==> src/rtl/ibus_responder_pkg.sv <==
// Shared types for the instruction-bus responder: the common word type and the
// fetch-pipe state/request/response definitions.
package common;
    typedef logic [31:0] u32;
endpackage

package pipes;
    import common::*;

    typedef enum logic [1:0] {
        IDLE = 2'd0,
        WAIT = 2'd1,
        READ = 2'd2,
        RESP = 2'd3
    } ibus_state_t;

    typedef struct packed {
        u32 addr;
    } ibus_req_t;

    typedef struct packed {
        u32   data;
        logic err;
    } ibus_resp_t;

    localparam int unsigned CNT_W = 4;

    // Word-aligned and inside a memory of 'words' 32-bit entries.
    function automatic logic addr_legal(input u32 addr, input int unsigned words);
        return (addr[1:0] == 2'b00) && ({2'b00, addr[31:2]} < words);
    endfunction
endpackage

==> src/rtl/ibus_responder.sv <==
// Instruction-fetch responder: accepts one PC request at a time, reads an
// external synchronous ROM after a fixed wait, and returns the word or an error.
module ibus_responder
    import common::*;
    import pipes::*;
#(
    parameter  int unsigned LATENCY   = 2,
    parameter  int unsigned MEM_WORDS = 1024,
    localparam int unsigned AW        = $clog2(MEM_WORDS)
) (
    input  logic          clk,
    input  logic          reset,
    input  logic          req_valid,
    input  u32            req_addr,
    output logic          req_ready,
    input  logic          flush,
    output logic          resp_valid,
    output u32            resp_data,
    output logic          resp_err,
    input  logic          resp_ready,
    output logic          mem_en,
    output logic [AW-1:0] mem_addr,
    input  logic [31:0]   mem_rdata
);

    localparam logic [CNT_W-1:0] CNT_LOAD = CNT_W'(LATENCY - 1);

    ibus_state_t      state_q, state_d;
    logic [CNT_W-1:0] cnt_q, cnt_d;
    logic [AW-1:0]    addr_q, addr_d;
    ibus_resp_t       resp_q, resp_d;
    ibus_req_t        req_s;
    logic             accept_s;
    logic             legal_s;

    assign req_s.addr = req_addr;
    assign legal_s    = addr_legal(req_s.addr, MEM_WORDS);
    assign accept_s   = req_valid && req_ready;

    // State, counter, latched address and response registers.
    always_ff @(posedge clk or negedge reset) begin
        if (!reset) begin
            state_q <= IDLE;
            cnt_q   <= '0;
            addr_q  <= '0;
            resp_q  <= '0;
        end else begin
            state_q <= state_d;
            cnt_q   <= cnt_d;
            addr_q  <= addr_d;
            resp_q  <= resp_d;
        end
    end

    // Next-state logic; flush in any busy state abandons the transaction.
    always_comb begin
        state_d = state_q;
        cnt_d   = cnt_q;
        addr_d  = addr_q;
        resp_d  = resp_q;
        case (state_q)
            IDLE: begin
                if (accept_s) begin
                    if (legal_s) begin
                        addr_d  = req_s.addr[AW+1:2];
                        cnt_d   = CNT_LOAD;
                        state_d = WAIT;
                    end else begin
                        addr_d      = '0;
                        resp_d.data = 32'h0000_0000;
                        resp_d.err  = 1'b1;
                        state_d     = RESP;
                    end
                end else begin
                    state_d = IDLE;
                end
            end
            WAIT: begin
                if (flush) begin
                    state_d = IDLE;
                end else if (cnt_q != '0) begin
                    cnt_d = cnt_q - CNT_W'(1);
                end else begin
                    state_d = READ;
                end
            end
            READ: begin
                if (flush) begin
                    state_d = IDLE;
                end else begin
                    resp_d.data = mem_rdata;
                    resp_d.err  = 1'b0;
                    state_d     = RESP;
                end
            end
            RESP: begin
                if (flush) begin
                    state_d = IDLE;
                end else if (resp_ready) begin
                    if (accept_s && legal_s) begin
                        addr_d  = req_s.addr[AW+1:2];
                        cnt_d   = CNT_LOAD;
                        state_d = WAIT;
                    end else if (accept_s) begin
                        addr_d      = '0;
                        resp_d.data = 32'h0000_0000;
                        resp_d.err  = 1'b1;
                        state_d     = RESP;
                    end else begin
                        state_d = IDLE;
                    end
                end else begin
                    state_d = RESP;
                end
            end
            default: begin
                state_d = IDLE;
            end
        endcase
    end

    // Output decode; flush gates both the ROM strobe and request acceptance.
    always_comb begin
        req_ready  = 1'b0;
        resp_valid = 1'b0;
        resp_data  = 32'h0000_0000;
        resp_err   = 1'b0;
        mem_en     = 1'b0;
        mem_addr   = '0;
        case (state_q)
            IDLE: begin
                req_ready = !flush;
            end
            WAIT: begin
                if (!flush && (cnt_q == '0)) begin
                    mem_en   = 1'b1;
                    mem_addr = addr_q;
                end else begin
                    mem_en   = 1'b0;
                end
            end
            READ: begin
                req_ready = 1'b0;
            end
            RESP: begin
                req_ready  = resp_ready && !flush;
                resp_valid = 1'b1;
                resp_data  = resp_q.data;
                resp_err   = resp_q.err;
            end
            default: begin
                req_ready = 1'b0;
            end
        endcase
    end

endmodule

==> config.mk <==
export PLATFORM = sky130hd
export DESIGN_NAME = ibus_responder
export DESIGN_NICKNAME = d
export VERILOG_FILES = /design/src/rtl/ibus_responder_pkg.sv /design/src/rtl/ibus_responder.sv
export SDC_FILE = /design/constraint.sdc
export NUM_CORES = 1
export LEC_CHECK = 0
export BUFFER_PORTS_ARGS = -buffer_cell sky130_fd_sc_hd__buf_2
export CAP_MARGIN = 15
export CORE_MARGIN = 10
export CORE_UTILIZATION = 37
export CTS_BUF_LIST = sky130_fd_sc_hd__clkbuf_16
export DETAILED_ROUTE_END_ITERATION = 6
export PLACE_DENSITY = 0.75
export SYNTH_ARGS = -nofsm -noshare
export SYNTH_HDL_FRONTEND = slang
export SYNTH_SLANG_ARGS = --single-unit
==> constraint.sdc <==
create_clock -name clk -period 3 [get_ports clk]
set_clock_uncertainty 0.15 [all_clocks]
set_input_delay 0.6 -clock clk [delete_from_list [all_inputs] [get_ports clk]]
set_output_delay 0.6 -clock clk [all_outputs]
set_load 0.01 [all_outputs]
# Word level (Yosys, flattened, before mapping)
# Index checks and enable logic that the tools add are counted.
dict set report word_totals {
  reg_bits 49
  inputBits 69
  out_inout_bits 46
  elab_cells 80
}
dict set report op_classes {
  n_addsub 1
  magnitude_cmp 1
  eq_ne 16
  n_mux 41
  reduce_logical 16
}
# op count
set op_table {}
lappend op_table {{$mux W33} 7}
lappend op_table {{$pmux W33 S3} 1}
lappend op_table {{$mux W10} 8}
lappend op_table {{$mux W32} 1}
lappend op_table {{$lt A30 B11 Y1 const B} 1}
lappend op_table {{$mux W4} 7}
lappend op_table {{$ne A2 B2 Y1 const B} 11}
lappend op_table {{$pmux W10 S2} 1}
lappend op_table {{$mux W2} 9}
lappend op_table {{$reduce_and A8 Y1} 2}
lappend op_table {{$pmux W4 S3} 1}
lappend op_table {{$pmux W2 S4} 1}
lappend op_table {{$ne A3 B3 Y1 const B} 2}
lappend op_table {{$reduce_bool A3 Y1} 2}
lappend op_table {{$logic_and A1 B1 Y1} 5}
lappend op_table {{$reduce_and A5 Y1} 1}
lappend op_table {{$eq A2 B2 Y1 const B} 2}
lappend op_table {{$logic_not A2 Y1} 2}
lappend op_table {{$logic_not A4 Y1} 1}
lappend op_table {{$mux W1} 4}
lappend op_table {{$reduce_bool A4 Y1} 1}
lappend op_table {{$sub A4 B1 Y4 const B} 1}
lappend op_table {{$eq A2 B1 Y1 const B} 1}
lappend op_table {{$pmux W1 S2} 1}
lappend op_table {{other kinds (2)} 2}

# Depth between registers and ports, before layout
# Gate-level depths: netlist of the first run.
dict set report depth {
  ltp_word 9
  mapped_depth 8
  ltp_nobuf 7
}

# Least setup slack after synthesis of the first run
# No wires, ideal clock.
dict set report synth_path {
  kind {register -> output}
  start {register cnt_q[0]}
  end {output mem_addr[0]}
  arrival_ps 1566
  required_ps 2250
  slack_ps 684
  stages_incl_launch_ff 7
  path_buffers 1
  cell_sequence {dfrtp_1 > inv_1 > ha_1 > nor3b_1 > and3b_1 > clkbuf_1 > and2_1}
}
dict set report synth_between {
  elab_chain_cells 4
}
# element line_no
set synth_lines {}
lappend synth_lines {{start: declaration} ibus_responder.sv:29} ;# logic [CNT_W-1:0] cnt_q, cnt_d;
lappend synth_lines {{start signal: assignment} ibus_responder.sv:49} ;# cnt_q <= cnt_d;
lappend synth_lines {{$logic_not A4 Y1} ibus_responder.sv:135} ;# if (!flush && (cnt_q == '0)) begin
lappend synth_lines {{$logic_and A1 B1 Y1} ibus_responder.sv:135}
lappend synth_lines {{$mux W10} ibus_responder.sv:135}
lappend synth_lines {{$mux W10} ibus_responder.sv:130} ;# case (state_q)
lappend synth_lines {{end: declaration} ibus_responder.sv:22} ;# output logic [AW-1:0] mem_addr,
# No other way between the ends.

# Worst setup path in the final report of the first run
dict set report layout_path {
  start {register state_q[1]}
  end {output mem_addr[5]}
}
dict set report layout_between {
  elab_chain_cells 2
}
# element line_no
set layout_lines {}
lappend layout_lines {{start: declaration} ibus_responder.sv:28} ;# ibus_state_t state_q, state_d;
lappend layout_lines {{start signal: assignment} ibus_responder.sv:48} ;# state_q <= state_d;
lappend layout_lines {{$eq A2 B1 Y1} ibus_responder.sv:130}
lappend layout_lines {{$mux W10} ibus_responder.sv:130}
# No other way between the ends.

==> impl_results.md, run 1 <==
* Crit Path Category: register to output pin
* IO Count at 115
* Die area at 11400 um2
* Antenna violations before repair at 0
* Root Driver: clkbuf_16
* YS warnings at 0
* Slew HR at 58.8%
* DRT iter0 DRCs at 74
* Yosys reg bits at 49
* Layout cell share with drive strength beyond 1 at 32.7%
* Status: finished, final reports clean
* DR vias at 2401
* N_diodes at 0
* Setup violations, final at 0
* # rows at 31
* Final Hold Viols at 0
* Hold WC Path Type: primary input to async pin
* Final Non-Filler Cells at 518
* Global-route wire length before repair at 12.1 mm
* CTS tree: built
* Final RePlAce weighted congestion at 0.880
* Max incr delay on CP at 400 ps
* Reg clk slew, reported paths at 70 ps
* WL final at 7.21 mm
* CP startpoint kind: register
* Final standard cell area without fillers at 3630 um2
* Area delta synth->final at 30.1%
* Peak VDD IR at 0.000301 V
* Synth unique cells at 37
* Yosys top cell area share at 44.0%
* Htree depth at 2
* Placed Area at 3440 um2
* Max cap viols at 0
* Initial Util at 38.2%
* RSZ-0062 raised after global routing: no
* Die span in y at 107 um
* First-pass DRT Iterations at 4
* Worst path cell trace: inv_1 > ha_1 > and3b_1 > and2_1 > buf_2
* WP data arrival at 1940 ps
* Inserted Clock Buffers at 5
* Core Region at 7290 um2
* Lkg Pwr at 1.94 nW
* Total Routing Usage GR at 12.4%
* Placed Cells at 509
* Critical-path maximum fanout at 11
* Mapped Area at 2790 um2
* Pin count of the biggest net entering global routing at 50
* Area contributors post-synth: dfrtp_1, mux2i_1, and2_1
* R2R depth at 8
* Vias in the first global route at 2585
* Highest clock rate at 371 MHz
* Most frequent cells in the layout: buf_2, nand2_1, dfrtp_1
* Register area share after synthesis at 44.0%
* Power per cell area at 757 nW/um2
* Vias per cell at 4.64
* Overflow after GRT at 0
* Slew Viols, Final at 0
* Placed wire-length estimate at 5.52 mm
* Crit path time final at 2690 ps
* Worst path required time at 2250 ps
* Die width at 107 um
* Yosys top cell by area: dfrtp_1
* Final period util at 89.8%
* CP max stage cell: dfrtp_1
* Setup_tns at 0 ps
* WL/cell at 13.9 um
* Clock Tree Buf Depth at 2
* PortBufs at 114
* Worst Hold Slack at 23.0 ps
* Syn_area_per_cell at 9.08 um2
* Leading cell type in the layout, fill and taps excluded: buf_2
* Post-synth net total at 383
* Worst-Margin Slew at 616 ps
* CP Capture Type: output pin
* Final ANT Viol Nets at 0
* Num Clock Sinks at 49
* Worst-Skew Late Latency at 280 ps
* DRC Markers at 0
* Nets@finish at 494
* Mapped Cells at 307
## cell families (layout without fill, tap and decap cells)
kind of cell | Yosys count | in the layout | share of synthesized area (%)
buffers and inverters | 55 | 167 | 8.30
flip-flops | 49 | 49 | 44.0
multiplexers | 36 | 36 | 13.0
AND/OR/NAND/NOR | 144 | 144 | 27.1
adder cells (fa/ha/maj) | 7 | 7 | 3.14
AO/OA/AOI/OAI | 16 | 16 | 4.49
## worst paths after layout
path	startpoint	to	slack [ps]
worst max-delay path	state_q[1]	mem_addr[5]	310
worst min-delay path	reset	addr_q[4]	20
worst max register to register	state_q[0]	resp_q[15]	330
worst min register to register	addr_q[2]	addr_q[2]	310
max in group asynchronous	reset	state_q[1]	2190
min in group clk	addr_q[2]	addr_q[2]	310
## layer usage
metal | vias up | global-route usage, % | routed length [um] | share of wire (%)
li1 | 1201 | - | - | -
met2 | 90 | 21.5 | 3410 | 47
met4 | 0 | 2.61 | 45 | 0.62
met3 | 4 | 4.91 | 620 | 8.6
met1 | 1106 | 14.2 | 3130 | 43
met5 | - | 0 | 0 | 0
## synth_stat cells
| master | number |
|---|---|
| a21oi_1 | 3 |
| a21oi_4 | 1 |
| a221oi_1 | 1 |
| a31o_2 | 1 |
| and2_1 | 43 |
| and3_1 | 1 |
| and3b_1 | 1 |
| and4b_1 | 1 |
| buf_2 | 2 |
| buf_6 | 3 |
| clkbuf_1 | 11 |
| dfrtp_1 | 49 |
| ha_1 | 7 |
| inv_1 | 39 |
| mux2_2 | 1 |
| mux2i_1 | 35 |
| nand2_1 | 58 |
| nand2b_1 | 2 |
| nand3_1 | 10 |
| nand3b_1 | 2 |
| nand4_1 | 1 |
| nor2_1 | 7 |
| nor2b_1 | 3 |
| nor3_1 | 3 |
| nor3b_1 | 3 |
| nor4_1 | 4 |
| nor4_4 | 1 |
| o21ai_0 | 4 |
| o21ba_2 | 1 |
| o221ai_1 | 2 |
| o22ai_1 | 1 |
| o22ai_2 | 1 |
| o32a_1 | 1 |
| or2_2 | 1 |
| or3_1 | 1 |
| or3b_1 | 1 |
| or4_4 | 1 |
## stage by stage
stage          power (W)  setup slack, ps  utilization [%]
4_1_cts          0.00279              152             49.4
2_1_floorplan    0.00187              684                -
3_3_place_gp     0.00208              457             47.1
6_report         0.00275              306             49.8
5_1_grt          0.00297              135             49.8
3_5_place_dp     0.00213              314             47.1
## final cells by class
| cell class | instances | area, um2 |
|---|---|---|
| Fill cell | 705 | 3660 |
| Multi-Input combinational cell | 203 | 1340 |
| Sequential cell | 49 | 1230 |
| Timing Repair Buffer | 120 | 628 |
| Inverter | 39 | 146 |
| Clock buffer | 5 | 125 |
| Tap cell | 99 | 124 |
| Clock inverter | 3 | 43.8 |
## power breakdown
group / total [W] / switching [W] / internal (W)
sequential: 0.00104 / 0.000133 / 0.000908
clock: 0.000642 / 0.000247 / 0.000395
combinational: 0.00106 / 0.000596 / 0.000469
total: 0.00275 / 0.000976 / 0.00177
## registers in the layout, indices dropped and copies added (netlist names)
register,cells
addr_q,10
resp_q,33
cnt_q,4
state_q,2
## worst max-delay path, delay by kind of cell, from the launching register on
family | cells | cell delay, ps
adder cells (fa/ha/maj) | 1 | 400
buffers and inverters | 2 | 280
flip-flops | 1 | 400
AND/OR/NAND/NOR | 2 | 580
## repair_timing
item	CTS	global route
buffers inserted	0	0
resized for setup	0	1
endpoints found under the setup margin	0	10
hold buffers	0	0
Power figures use the tool's default switching activity.
==> inputs of run 2 (changes only) <==
CORE_MARGIN = 4   (was 10)
CORE_UTILIZATION = 48   (was 37)
PLACE_DENSITY = not set   (was 0.75)
PLACE_DENSITY_LB_ADDON = 0.3   (was not set)
==> run 2 against run 1 <==
  * Final cell count down 5.2%
  * Hold slack gained 240 ps
  * Die area down 38%
  * First-iteration DRC count shrank 14%
  * Setup slack got worse by 25 ps
  * Maximum frequency is 0.90% lower
  * Design area is 2.0% lower
  * Via count shrank 0.87%
  * Sequential power about the same
  * Wire length decreased by 11%
  * Core utilization increased by 14 points
  * Sequential share of layout area increased by 0.68 points
  * Critical endpoint is now mem_addr[2]
==> impl_results.md, run 2 (synthesis gave the netlist of run 1 again) <==
* Final ANT Viol Nets at 0 (unchanged)
* Met3 WL post-DR at 565 um (was 620 um)
* Reg-to-Reg Start: state_q[0] (unchanged)
* CP startpoint kind: register (unchanged)
* IO Count at 115 (unchanged)
* Nets@finish at 494 (unchanged)
* Worst-Skew Late Latency at 280 ps (about the same)
* Max cap viols at 0 (unchanged)
* Lkg Pwr at 1.92 nW (was 1.94 nW)
* Area delta synth->final at 27.6% (was 30.1%)
* Metal-1 WL at 2.83 mm (was 3.13 mm)
* Inserted Clock Buffers at 5 (unchanged)
* RSZ-0062 raised after global routing: no (unchanged)
* Pre-CTS setup slack at 352 ps (was 314 ps)
* Htree depth at 2 (unchanged)
* Setup_tns at 0 ps (unchanged)
* Cts hold-fix bufs at 0 (unchanged)
* Reg clk slew, reported paths at 70 ps (about the same)
* Hold WC Path Type: primary input to async pin (unchanged)
* Critical-path maximum fanout at 11 (unchanged)
* First-pass DRT Iterations at 4 (unchanged)
* Vias in the first global route at 2444 (was 2585)
* Worst Setup Slack, final at 282 ps (was 306 ps)
* Power per cell area at 742 nW/um2 (was 757 nW/um2)
* Setup violations, final at 0 (unchanged)
* Biggest registers after layout: resp_q (33), addr_q (10), cnt_q (4) (unchanged)
* WL final at 6.45 mm (was 7.21 mm)
* Highest clock rate at 368 MHz (was 371 MHz)
* Vias per cell at 4.85 (was 4.64)
* Slew HR at 44.6% (was 58.8%)
* Root Driver: clkbuf_16 (unchanged)
* WP data arrival at 1970 ps (was 1940 ps)
* Leading cell type in the layout, fill and taps excluded: buf_2 (unchanged)
* PortBufs at 114 (unchanged)
* Crit path time final at 2720 ps (was 2690 ps)
* CTS tree: built (unchanged)
* Status: finished, final reports clean (unchanged)
* Global-route wire length before repair at 11.0 mm (was 12.1 mm)
* R2r endpoint: resp_q[31] (was resp_q[15])
* Overflow after GRT at 0 (unchanged)
* Final RePlAce weighted congestion at 0.788 (was 0.880)
* Area occupied by multi-input gates at 1340 um2 (unchanged)
* Most frequent cells in the layout: buf_2, nand2_1, dfrtp_1 (unchanged)
* CP Capture Type: output pin (unchanged)
* Die area at 7090 um2 (was 11400 um2)
* Crit Path Category: register to output pin (unchanged)
* Die span in y at 84.2 um (was 107 um)
* Worst path required time at 2250 ps (about the same)
* Sequential Area at 1230 um2 (unchanged)
* Placed wire-length estimate at 4.79 mm (was 5.52 mm)
* DRT iter0 DRCs at 64 (was 74)
* Die width at 84.2 um (was 107 um)
* DR vias at 2380 (was 2401)
* Largest Register: resp_q (unchanged)
* R2R depth at 8 (unchanged)
* Filler cells at 490 (was 705)
* Clock Tree Buf Depth at 2 (unchanged)
* FF-to-FF setup slack at 350 ps (was 330 ps)
* Antenna violations before repair at 0 (unchanged)
* Peak VDD IR at 0.000328 V (was 0.000301 V)
* Layout cell share with drive strength beyond 1 at 32.5% (was 32.7%)
* # resized after CTS at 0 (unchanged)
* Pin count of the biggest net entering global routing at 38 (was 50)
* DRC Markers at 0 (unchanged)
* Final Hold Viols at 0 (unchanged)
* Slew Viols, Final at 0 (unchanged)
* N_diodes at 0 (unchanged)
* Postcts setup bufs at 0 (unchanged)
* Max reg flops at 33 (unchanged)
* Final period util at 90.6% (was 89.8%)
* # rows at 27 (was 31)
* WL/cell at 13.1 um (was 13.9 um)
* Top Metal Used: met4 (unchanged)
* Total Routing Usage GR at 18.5% (was 12.4%)
* Num Clock Sinks at 49 (unchanged)
* Met2 Routed Length at 3.00 mm (was 3.41 mm)
* Initial Util at 50.0% (was 38.2%)
* Worst-Margin Slew at 830 ps (was 616 ps)
* Core Region at 5570 um2 (was 7290 um2)
[run 2: changes by cell type in the layout (fill, tap and decap cells not counted), sizes merged]
cell / delta
bufinv: -1
clkinv: -1
clkinvlp: +2
[run 2: cell type report]
class / instances / area share, %
sequential: 49 / 34.5
clock inverter: 3 / 0.527
multi-input combinational: 203 / 37.6
inverter: 39 / 4.11
clock buffer: 5 / 3.52
timing repair buffer: 120 / 17.3
tap: 72 / 2.53
[run 2: stage by stage]
stage / instances / total power (W) / utilization [%] / area (um2) / hold WS, ps
6_report: 491 / 0.00264 / 63.8 / 3560 / 261
5_1_grt: 491 / 0.00284 / 63.8 / 3560 / 336
4_1_cts: 491 / 0.00267 / 63.7 / 3550 / 304
3_5_place_dp: 483 / 0.00211 / 61.2 / 3410 / 299
3_3_place_gp: 483 / 0.00207 / 61.2 / 3410 / 292
2_1_floorplan: 307 / 0.00187 / - / 2790 / 154
[run 2: how the worst max path moves through the flow]
stage / start / to / slack (ps) / cells after the start
after floorplan: cnt_q[0] / mem_addr[0] / 680 / 6
after global placement: req_addr[28] / resp_q[15] / 440 / 6
after detailed placement: state_q[0] / resp_q[31] / 350 / 8
after CTS: cnt_q[0] / mem_addr[2] / 120 / 6
after global routing: state_q[1] / mem_addr[2] / 140 / 5
final: state_q[1] / mem_addr[2] / 280 / 5
[run 2: worst max-delay path, cell delays in order, from the launching register on]
cell	delay (ps)
dfrtp_1	410
inv_1	150
ha_1	420
and3b_1	390
and2_1	180
buf_2	130
[run 2: where the power goes]
part | internal, W | total [W] | switching (W)
clock | 0.000306 | 0.000546 | 0.000240
sequential | 0.000908 | 0.00104 | 0.000136
combinational | 0.000465 | 0.00105 | 0.000585
total | 0.00168 | 0.00264 | 0.000961
[run 2: layer usage]
metal | track usage (%) | vias up
li1 | - | 1202
met4 | 4.68 | 0
met3 | 5.89 | 6
met5 | 0 | -
met1 | 22.9 | 1082
met2 | 31.3 | 90
==> inputs of run 3 (changes only) <==
CORE_ASPECT_RATIO = 1.75   (was not set)
==> run 3 against run 2 <==
  * Global-route usage fell by 0.18 points
  * Largest cell class unchanged
  * Core utilization rose by 0.70 points
  * Setup slack improved by 73 ps
  * First-iteration DRC count rose by 55%
  * Final cell count rose by 1.6%
  * Register-to-register slack improved by 190 ps
  * Critical path type unchanged
  * Design area rose by 1.3%
  * Die area rose by 0.68%
  * Critical path depth rose by 2
  * Combinational power rose by 5%
  * Count of clock-buffer cells in the layout did not move
==> impl_results.md, run 3 (synthesis gave the netlist of run 1 again) <==
* Die width at 65.6 um (was 84.2 um)
* Max cap viols at 0 (unchanged)
* Postcts setup bufs at 0 (unchanged)
* Overflow after GRT at 0 (unchanged)
* R2r endpoint: cnt_q[0] (was resp_q[31])
* Slew HR at 55.0% (was 44.6%)
* Status: finished, final reports clean (unchanged)
* Reg-to-Reg Start: state_q[0] (unchanged)
* Setup violations, final at 0 (unchanged)
* DRT iter0 DRCs at 99 (was 64)
* Largest Register: resp_q (unchanged)
* WL/cell at 12.9 um (was 13.1 um)
* DRC Markers at 0 (unchanged)
* Placed Area at 3460 um2 (was 3410 um2)
* Final ANT Viol Nets at 0 (unchanged)
* Max reg flops at 33 (unchanged)
* Setup_tns at 0 ps (unchanged)
* R2R depth at 7 (was 8)
* RSZ-0062 raised after global routing: no (unchanged)
* Die span in y at 109 um (was 84.2 um)
* Nets@finish at 498 (was 494)
* Pin count of the biggest net entering global routing at 34 (was 38)
* DR vias at 2412 (was 2380)
* Crit Path Category: register to output pin (unchanged)
* Area delta synth->final at 29.3% (was 27.6%)
* Crit path from: cnt_q[0] (was state_q[1])
* Final standard cell area without fillers at 3600 um2 (was 3560 um2)
* Antenna violations before repair at 0 (unchanged)
* Worst-Skew Late Latency at 290 ps (was 280 ps)
* FF-to-FF setup slack at 540 ps (was 350 ps)
* Initial Util at 49.9% (was 50.0%)
* PortBufs at 114 (unchanged)
* Htree depth at 2 (unchanged)
* Peak VDD IR at 0.000471 V (was 0.000328 V)
* Placed wire-length estimate at 5.02 mm (was 4.79 mm)
* Critical-path maximum fanout at 11 (unchanged)
* Slew Viols, Final at 0 (unchanged)
* IO Count at 115 (unchanged)
* Biggest registers after layout: resp_q (33), addr_q (10), cnt_q (4) (unchanged)
* CP startpoint kind: register (unchanged)
* Worst path required time at 2250 ps (about the same)
* Highest clock rate at 378 MHz (was 368 MHz)
* Reg clk slew, reported paths at 70 ps (about the same)
* Worst Setup Slack, final at 354 ps (was 282 ps)
* Global-route wire length before repair at 10.3 mm (was 11.0 mm)
* Hold WC Path Type: primary input to async pin (unchanged)
* WP data arrival at 1900 ps (was 1970 ps)
* Die area at 7140 um2 (was 7090 um2)
* Final Hold Viols at 0 (unchanged)
* Cts hold-fix bufs at 0 (unchanged)
* Vias in the first global route at 2390 (was 2444)
* Final period util at 88.2% (was 90.6%)
* WL final at 6.45 mm (about the same)
* # rows at 36 (was 27)
* Layout cell share with drive strength beyond 1 at 33.1% (was 32.5%)
* Crit path time final at 2650 ps (was 2720 ps)
* Filler cells at 504 (was 490)
* Lkg Pwr at 1.95 nW (was 1.92 nW)
* Clock Tree Buf Depth at 2 (unchanged)
* Core Region at 5590 um2 (was 5570 um2)
* Root Driver: clkbuf_16 (unchanged)
* CTS tree: built (unchanged)
* Worst Hold Slack at 35.0 ps (was 261 ps)
* Most frequent cells in the layout: buf_2, nand2_1, dfrtp_1 (unchanged)
* CP Capture Type: output pin (unchanged)
* Inserted Clock Buffers at 5 (unchanged)
* N_diodes at 0 (unchanged)
* # resized after CTS at 0 (unchanged)
* First-pass DRT Iterations at 4 (unchanged)
* Leading cell type in the layout, fill and taps excluded: buf_2 (unchanged)
* Worst-Margin Slew at 673 ps (was 830 ps)
* Power per cell area at 746 nW/um2 (was 742 nW/um2)
* Vias per cell at 4.83 (was 4.85)
* Total Routing Usage GR at 18.3% (was 18.5%)
* Num Clock Sinks at 49 (unchanged)
* Final RePlAce weighted congestion at 0.820 (was 0.788)
* Pre-CTS setup slack at 489 ps (was 352 ps)
## run 3: worst max-delay path, stage by stage, from the launching register on
cell	delay, ps
dfrtp_1	400
inv_1	70
ha_1	170
nor3b_1	180
buf_4	160
and3b_1	330
and2_1	170
buf_2	120
## run 3: report_power, final
group / leakage (nW) / internal, W / switching [W] / total (W)
Clock: 0.0738 / 0.000310 / 0.000244 / 0.000554
Combinational: 1.21 / 0.000497 / 0.000600 / 0.00110
Sequential: 0.660 / 0.000908 / 0.000132 / 0.00104
Total: 1.95 / 0.00171 / 0.000976 / 0.00269
## run 3: per-stage QoR
step / total power, W / util, % / instances
3_5_place_dp: 0.00215 / 61.9 / 491
4_1_cts: 0.00273 / 64.5 / 499
3_3_place_gp: 0.00212 / 61.9 / 491
5_1_grt: 0.00289 / 64.5 / 499
6_report: 0.00269 / 64.5 / 499
2_1_floorplan: 0.00187 / - / 307
## run 3: cell type report
cell class / count / area (um2) / share of cell area (%)
clock buffer: 5 / 125 / 3.47
multi-input combinational: 203 / 1330 / 36.9
inverter: 39 / 146 / 4.06
tap: 76 / 95.1 / 2.64
timing repair buffer: 124 / 658 / 18.3
clock inverter: 3 / 22.5 / 0.625
sequential: 49 / 1230 / 34.0
## run 3: metal layers
metal	wire [um]	global-route usage (%)	vias to the layer above
met2	3450	35.0	81
li1	-	-	1207
met3	450	3.92	10
met4	97	7.12	0
met1	2450	18.8	1114
met5	0	0	-
## run 3: how the worst max path moves through the flow
stage,end,slack (ps)
after floorplan,mem_addr[0],680
after detailed placement,cnt_q[0],490
after CTS,mem_addr[5],340
after global routing,mem_addr[2],170
final,mem_addr[5],350
after global placement,cnt_q[0],530
